### src/rtl/multicycle_mem_arbiter.sv
// Two-port round-robin arbiter that sequences one transaction at a time into a
// multicycle memory and completes bad opcodes and memory timeouts with an error.
module multicycle_mem_arbiter #(
  parameter int unsigned ADDR_W  = 8,
  parameter int unsigned DATA_W  = 8,
  parameter int unsigned TIMEOUT = 64
) (
  input  logic              clk,
  input  logic              rst,
  input  logic              a_req,
  input  logic [1:0]        a_op,
  input  logic [ADDR_W-1:0] a_addr,
  input  logic [DATA_W-1:0] a_wdata,
  output logic              a_done,
  output logic              a_err,
  output logic [DATA_W-1:0] a_rdata,
  input  logic              b_req,
  input  logic [1:0]        b_op,
  input  logic [ADDR_W-1:0] b_addr,
  input  logic [DATA_W-1:0] b_wdata,
  output logic              b_done,
  output logic              b_err,
  output logic [DATA_W-1:0] b_rdata,
  output logic              mem_start,
  output logic [1:0]        mem_op,
  output logic [ADDR_W-1:0] mem_addr,
  output logic [DATA_W-1:0] mem_wdata,
  input  logic              mem_done,
  input  logic [DATA_W-1:0] mem_rdata,
  output logic              busy
);

  localparam int unsigned CNT_W = (TIMEOUT > 2) ? $clog2(TIMEOUT) : 1;
  localparam logic [1:0]  OP_READ = 2'b01;

  typedef enum logic [1:0] {IDLE, ISSUE, WAIT, RESP} state_t;

  state_t            state, state_d;
  logic              ptr, ptr_d;
  logic              gnt, gnt_d;
  logic              sel_b;
  logic [CNT_W-1:0]  cnt, cnt_d;
  logic              mem_start_d;
  logic [1:0]        mem_op_d;
  logic [ADDR_W-1:0] mem_addr_d;
  logic [DATA_W-1:0] mem_wdata_d;
  logic              a_done_d, a_err_d, b_done_d, b_err_d;
  logic [DATA_W-1:0] a_rdata_d, b_rdata_d;
  logic              busy_d;

  // State, pointer and all registered outputs.
  always_ff @(posedge clk or negedge rst) begin
    if (!rst) begin
      state     <= IDLE;
      ptr       <= 1'b0;
      gnt       <= 1'b0;
      cnt       <= '0;
      mem_start <= 1'b0;
      mem_op    <= '0;
      mem_addr  <= '0;
      mem_wdata <= '0;
      a_done    <= 1'b0;
      a_err     <= 1'b0;
      a_rdata   <= '0;
      b_done    <= 1'b0;
      b_err     <= 1'b0;
      b_rdata   <= '0;
      busy      <= 1'b0;
    end else begin
      state     <= state_d;
      ptr       <= ptr_d;
      gnt       <= gnt_d;
      cnt       <= cnt_d;
      mem_start <= mem_start_d;
      mem_op    <= mem_op_d;
      mem_addr  <= mem_addr_d;
      mem_wdata <= mem_wdata_d;
      a_done    <= a_done_d;
      a_err     <= a_err_d;
      a_rdata   <= a_rdata_d;
      b_done    <= b_done_d;
      b_err     <= b_err_d;
      b_rdata   <= b_rdata_d;
      busy      <= busy_d;
    end
  end

  // Next state and next registered outputs.
  always_comb begin
    state_d     = state;
    ptr_d       = ptr;
    gnt_d       = gnt;
    cnt_d       = cnt;
    sel_b       = 1'b0;
    mem_start_d = 1'b0;
    mem_op_d    = mem_op;
    mem_addr_d  = mem_addr;
    mem_wdata_d = mem_wdata;
    a_done_d    = 1'b0;
    a_err_d     = 1'b0;
    a_rdata_d   = a_rdata;
    b_done_d    = 1'b0;
    b_err_d     = 1'b0;
    b_rdata_d   = b_rdata;

    case (state)
      IDLE: begin
        if (a_req || b_req) begin
          sel_b       = b_req && (!a_req || ptr);
          gnt_d       = sel_b;
          mem_op_d    = sel_b ? b_op    : a_op;
          mem_addr_d  = sel_b ? b_addr  : a_addr;
          mem_wdata_d = sel_b ? b_wdata : a_wdata;
          if (mem_op_d[1]) begin
            // Illegal op completes straight away without touching memory.
            state_d  = RESP;
            a_done_d = !sel_b;
            a_err_d  = !sel_b;
            b_done_d = sel_b;
            b_err_d  = sel_b;
          end else begin
            state_d     = ISSUE;
            mem_start_d = 1'b1;
          end
        end
      end
      ISSUE: begin
        cnt_d   = '0;
        state_d = WAIT;
      end
      WAIT: begin
        if (mem_done) begin
          state_d  = RESP;
          a_done_d = !gnt;
          b_done_d = gnt;
          if (mem_op == OP_READ) begin
            if (gnt) b_rdata_d = mem_rdata;
            else     a_rdata_d = mem_rdata;
          end
        end else if (cnt == CNT_W'(TIMEOUT - 2)) begin
          // Counter would reach TIMEOUT-1 this cycle: abort with error.
          state_d  = RESP;
          a_done_d = !gnt;
          a_err_d  = !gnt;
          b_done_d = gnt;
          b_err_d  = gnt;
        end else begin
          cnt_d = cnt + CNT_W'(1);
        end
      end
      RESP: begin
        state_d = IDLE;
        ptr_d   = !gnt;
      end
      default: state_d = IDLE;
    endcase

    busy_d = (state_d != IDLE);
  end

endmodule

### config.mk
export PLATFORM = sky130hd
export DESIGN_NAME = multicycle_mem_arbiter
export DESIGN_NICKNAME = d
export VERILOG_FILES = /design/src/rtl/multicycle_mem_arbiter.sv
export SDC_FILE = /design/constraint.sdc
export NUM_CORES = 1
export LEC_CHECK = 0
export ABC_AREA = 0
export CAP_MARGIN = 20
export CORE_UTILIZATION = 44
export CTS_CLUSTER_DIAMETER = 150
export DETAILED_ROUTE_END_ITERATION = 10
export PLACE_DENSITY_LB_ADDON = 0.3
export SYNTH_ARGS = -nofsm -noshare
export SYNTH_HDL_FRONTEND = slang
export SYNTH_SLANG_ARGS = --single-unit
### constraint.sdc
create_clock -name clk -period 1.85 [get_ports clk]
set_input_delay 0.185 -clock clk [delete_from_list [all_inputs] [get_ports clk]]
set_output_delay 0.185 -clock clk [all_outputs]
set_load 0.01 [all_outputs]
==> flow_metrics.tcl <==
set metrics [dict create \
    fin_crit_sh 0.9571 \
    cpLargestDelayFamily "simple AND/OR/NAND/NOR gates" \
    clk_root_buffer_cell "clkbuf_8" \
    synth-edff-count 0 \
    vias_per_cell 5.463 \
    synth_top_area_cell "dfrtp_1" \
    clk_latency_ps 300 \
    cp_slowest_cell "or2_2" \
    yosysUniqueCellTypes 43 \
    critPathMaxFanout 8 \
    ant_nets 0 \
    critPathRequiredTime_ps 2040 \
    grt_max_degree 29 \
    dp_hpwl_um 4598 \
    crit_type "reg2reg" \
    wl_per_cell_um 15.95 \
    clkSinkCount 50 \
    end_kind "flip-flop" \
    syn-num-nets 283 \
    worstPathCellList "inv_1 > ha_1 > nand4b_1 > or2_2 > mux2_4" \
    dieArea_um2 5794 \
    synth.cell_area_um2 2417 \
    maxCapViolations 0 \
    finalSetupViolations 0 \
    yosysSeqAreaShare 0.5176 \
    numPortBuffers 88 \
    syn_avg_cell_area_um2 10.60 \
    drtIter0Drc 138 \
    area_growth_pct 46.38 \
    slew_headroom 0.6419 \
    cp_num_buf_inv 1 \
    cpPeakStageDelay_ps 460 \
    grt.total_usage 0.2256 \
    p_leak_nw 1.495 \
    firstDrtPassIters 4 \
    vias 2147 \
    async_reset_ff_frac 1.000 \
    grt_pass1_vias 2144 \
    core-area_um2 5205 \
    dpl_cell_area_um2 3412 \
    hold_violations 0 \
    status "finished, final reports clean" \
    skew_ps 5.255 \
    r2r-end "b_rdata[4]$_DFFE_PN0P_" \
    h-tree-depth 2 \
    rr_worst_depth 5 \
    grt_antenna_before_repair 0 \
    r2r-start "state[0]$_DFF_PN0_" \
    vdd_drop_max_uv 908.2 \
    initial_core_util 0.4644 \
    reg2reg_slack_ps 80 \
    grt_pass1_wl_um 10460 \
    synth_cells 228 \
    layout_common_cells "clkdlybuf4s50_1 (87), dfrtp_1 (50), o21ai_0 (23)" \
    cts-buffers-inserted 5 \
    num_io_pins 89 \
    power_density_nw_per_um2 1451 \
    remaining_drc_errors 0 \
    antenna_cells 0 \
    drive_above_1_share 0.1300 \
    synth_top_area_share 0.5176 \
    cts_tree "yes" \
    p_total_mw 5.136 \
    clockBufferDepth 2 \
    hold_class "in2async" \
    wirelength_um 6268 \
    path_clk_slew_ps 100 \
    worst_slew_pin_slew_ps 537.2 \
    die_h_um 76.12 \
    gp_congestion 0.8125 \
    start_kind "flip-flop" \
    synth-seq-cells 50 \
    max_freq_mhz 564.8 \
    crit_arrival_ps 1960 \
    finalCriticalPeriod_ps 1771 \
    synthFlopType "dfrtp_1" \
    nets 377 \
    finalMaxSlewViolations 0 \
    synth.top_cells.by_area "dfrtp_1 (52%), mux2_4 (5.0%), o21ai_0 (4.8%)" \
    stdcell_area_um2 3538 \
    ys_warn_count 0 \
    mostFrequentLayoutCell "clkdlybuf4s50_1" \
    rows 26 \
    die_x_um 76.12 \
    grt-ovfl-total 0 \
]
state kept, by name, summed over array words and instances (netlist names):
name	cells
mem_wdata	8
gnt	1
busy	1
ptr	1
a_err	1
mem_addr	8
state	2
mem_op	2
b_done	1
cnt	6
b_rdata	8
a_rdata	8
mem_start	1
a_done	1
b_err	1
through the flow:
step                hold WS, ps  setup slack, ps  std cells    util  setup TNS [ps]
floorplan                -110.6            247.1        228       -               0
global route              441.2           -18.47        393  0.6798          -120.8
CTS                       415.1            50.51        393  0.6793               0
finish                    389.5            79.40        393  0.6798               0
detailed placement        191.7            54.41        384  0.6555               0
global placement          188.9            94.50        384  0.6555               0
report_power, final:
| part | leakage (nW) | internal, mW | switching (mW) | total (mW) |
|---|---|---|---|---|
| logic | 0.830 | 1.40 | 1.09 | 2.49 |
| clock network | 0.0504 | 0.402 | 0.369 | 0.771 |
| registers | 0.615 | 1.58 | 0.304 | 1.88 |
| total | 1.50 | 3.37 | 1.76 | 5.14 |
cell type report:
cell class | instances | area (um2)
clock buffer | 5 | 68.82
clock inverter | 3 | 45.04
fill | 409 | 1667
inverter | 6 | 22.52
multi-input combinational | 158 | 1075
sequential | 50 | 1251
tap | 70 | 87.58
timing repair buffer | 101 | 988.4
kinds of logic (layout without fill, tap and decap cells):
| kind of cell | after synthesis | after routing | synth area share |
|---|---|---|---|
| buf+inv | 20 | 115 | 0.03882 |
| compound gates | 61 | 61 | 0.1615 |
| simple gates | 74 | 74 | 0.1599 |
| fa+ha+maj | 6 | 6 | 0.03106 |
| mux | 17 | 17 | 0.09110 |
| flops | 50 | 50 | 0.5176 |
worst max-delay path by stage:
stage,startpoint,endpoint,slack [ps],depth (start not counted)
floorplan,state[0]$_DFF_PN0_,b_rdata[0]$_DFFE_PN0P_,250,6
global placement,mem_done,b_rdata[1]$_DFFE_PN0P_,90,4
detailed placement,mem_done,b_rdata[6]$_DFFE_PN0P_,50,4
CTS,state[0]$_DFF_PN0_,b_rdata[4]$_DFFE_PN0P_,50,5
global route,state[0]$_DFF_PN0_,a_rdata[0]$_DFFE_PN0P_,-20,5
finish,state[0]$_DFF_PN0_,b_rdata[4]$_DFFE_PN0P_,80,5
cells in the mapped netlist (2+ instances only):
master    number
dfrtp_1       50
o21ai_0       23
nor2_1        21
nand3_1       20
a31oi_1       17
buf_2          8
mux2_2         8
mux2_4         8
ha_1           6
inv_1          6
nand2_1        6
nand2b_1       5
and2_1         4
clkbuf_1       4
nand4_1        4
a21oi_1        3
nor2b_1        3
o211ai_1       3
o31ai_1        3
a41oi_1        2
nand4b_1       2
routing by layer:
| metal | wire (um) | vias to the layer above | GRT usage |
|---|---|---|---|
| li1 | - | 1023 | - |
| met1 | 2700 | 1046 | 0.2988 |
| met2 | 3182 | 69 | 0.3773 |
| met3 | 284 | 9 | 0.04790 |
| met4 | 100 | 0 | 0.05769 |
| met5 | 0 | - | 0 |
what timing repair did:
action	CTS	global route
buffers inserted	0	0
endpoints found under the setup margin	0	9
hold buffers	1	0
gates resized for setup	0	2
hold endpoints to repair	22	0
Note: power is estimated with default switching activity, not from simulation.
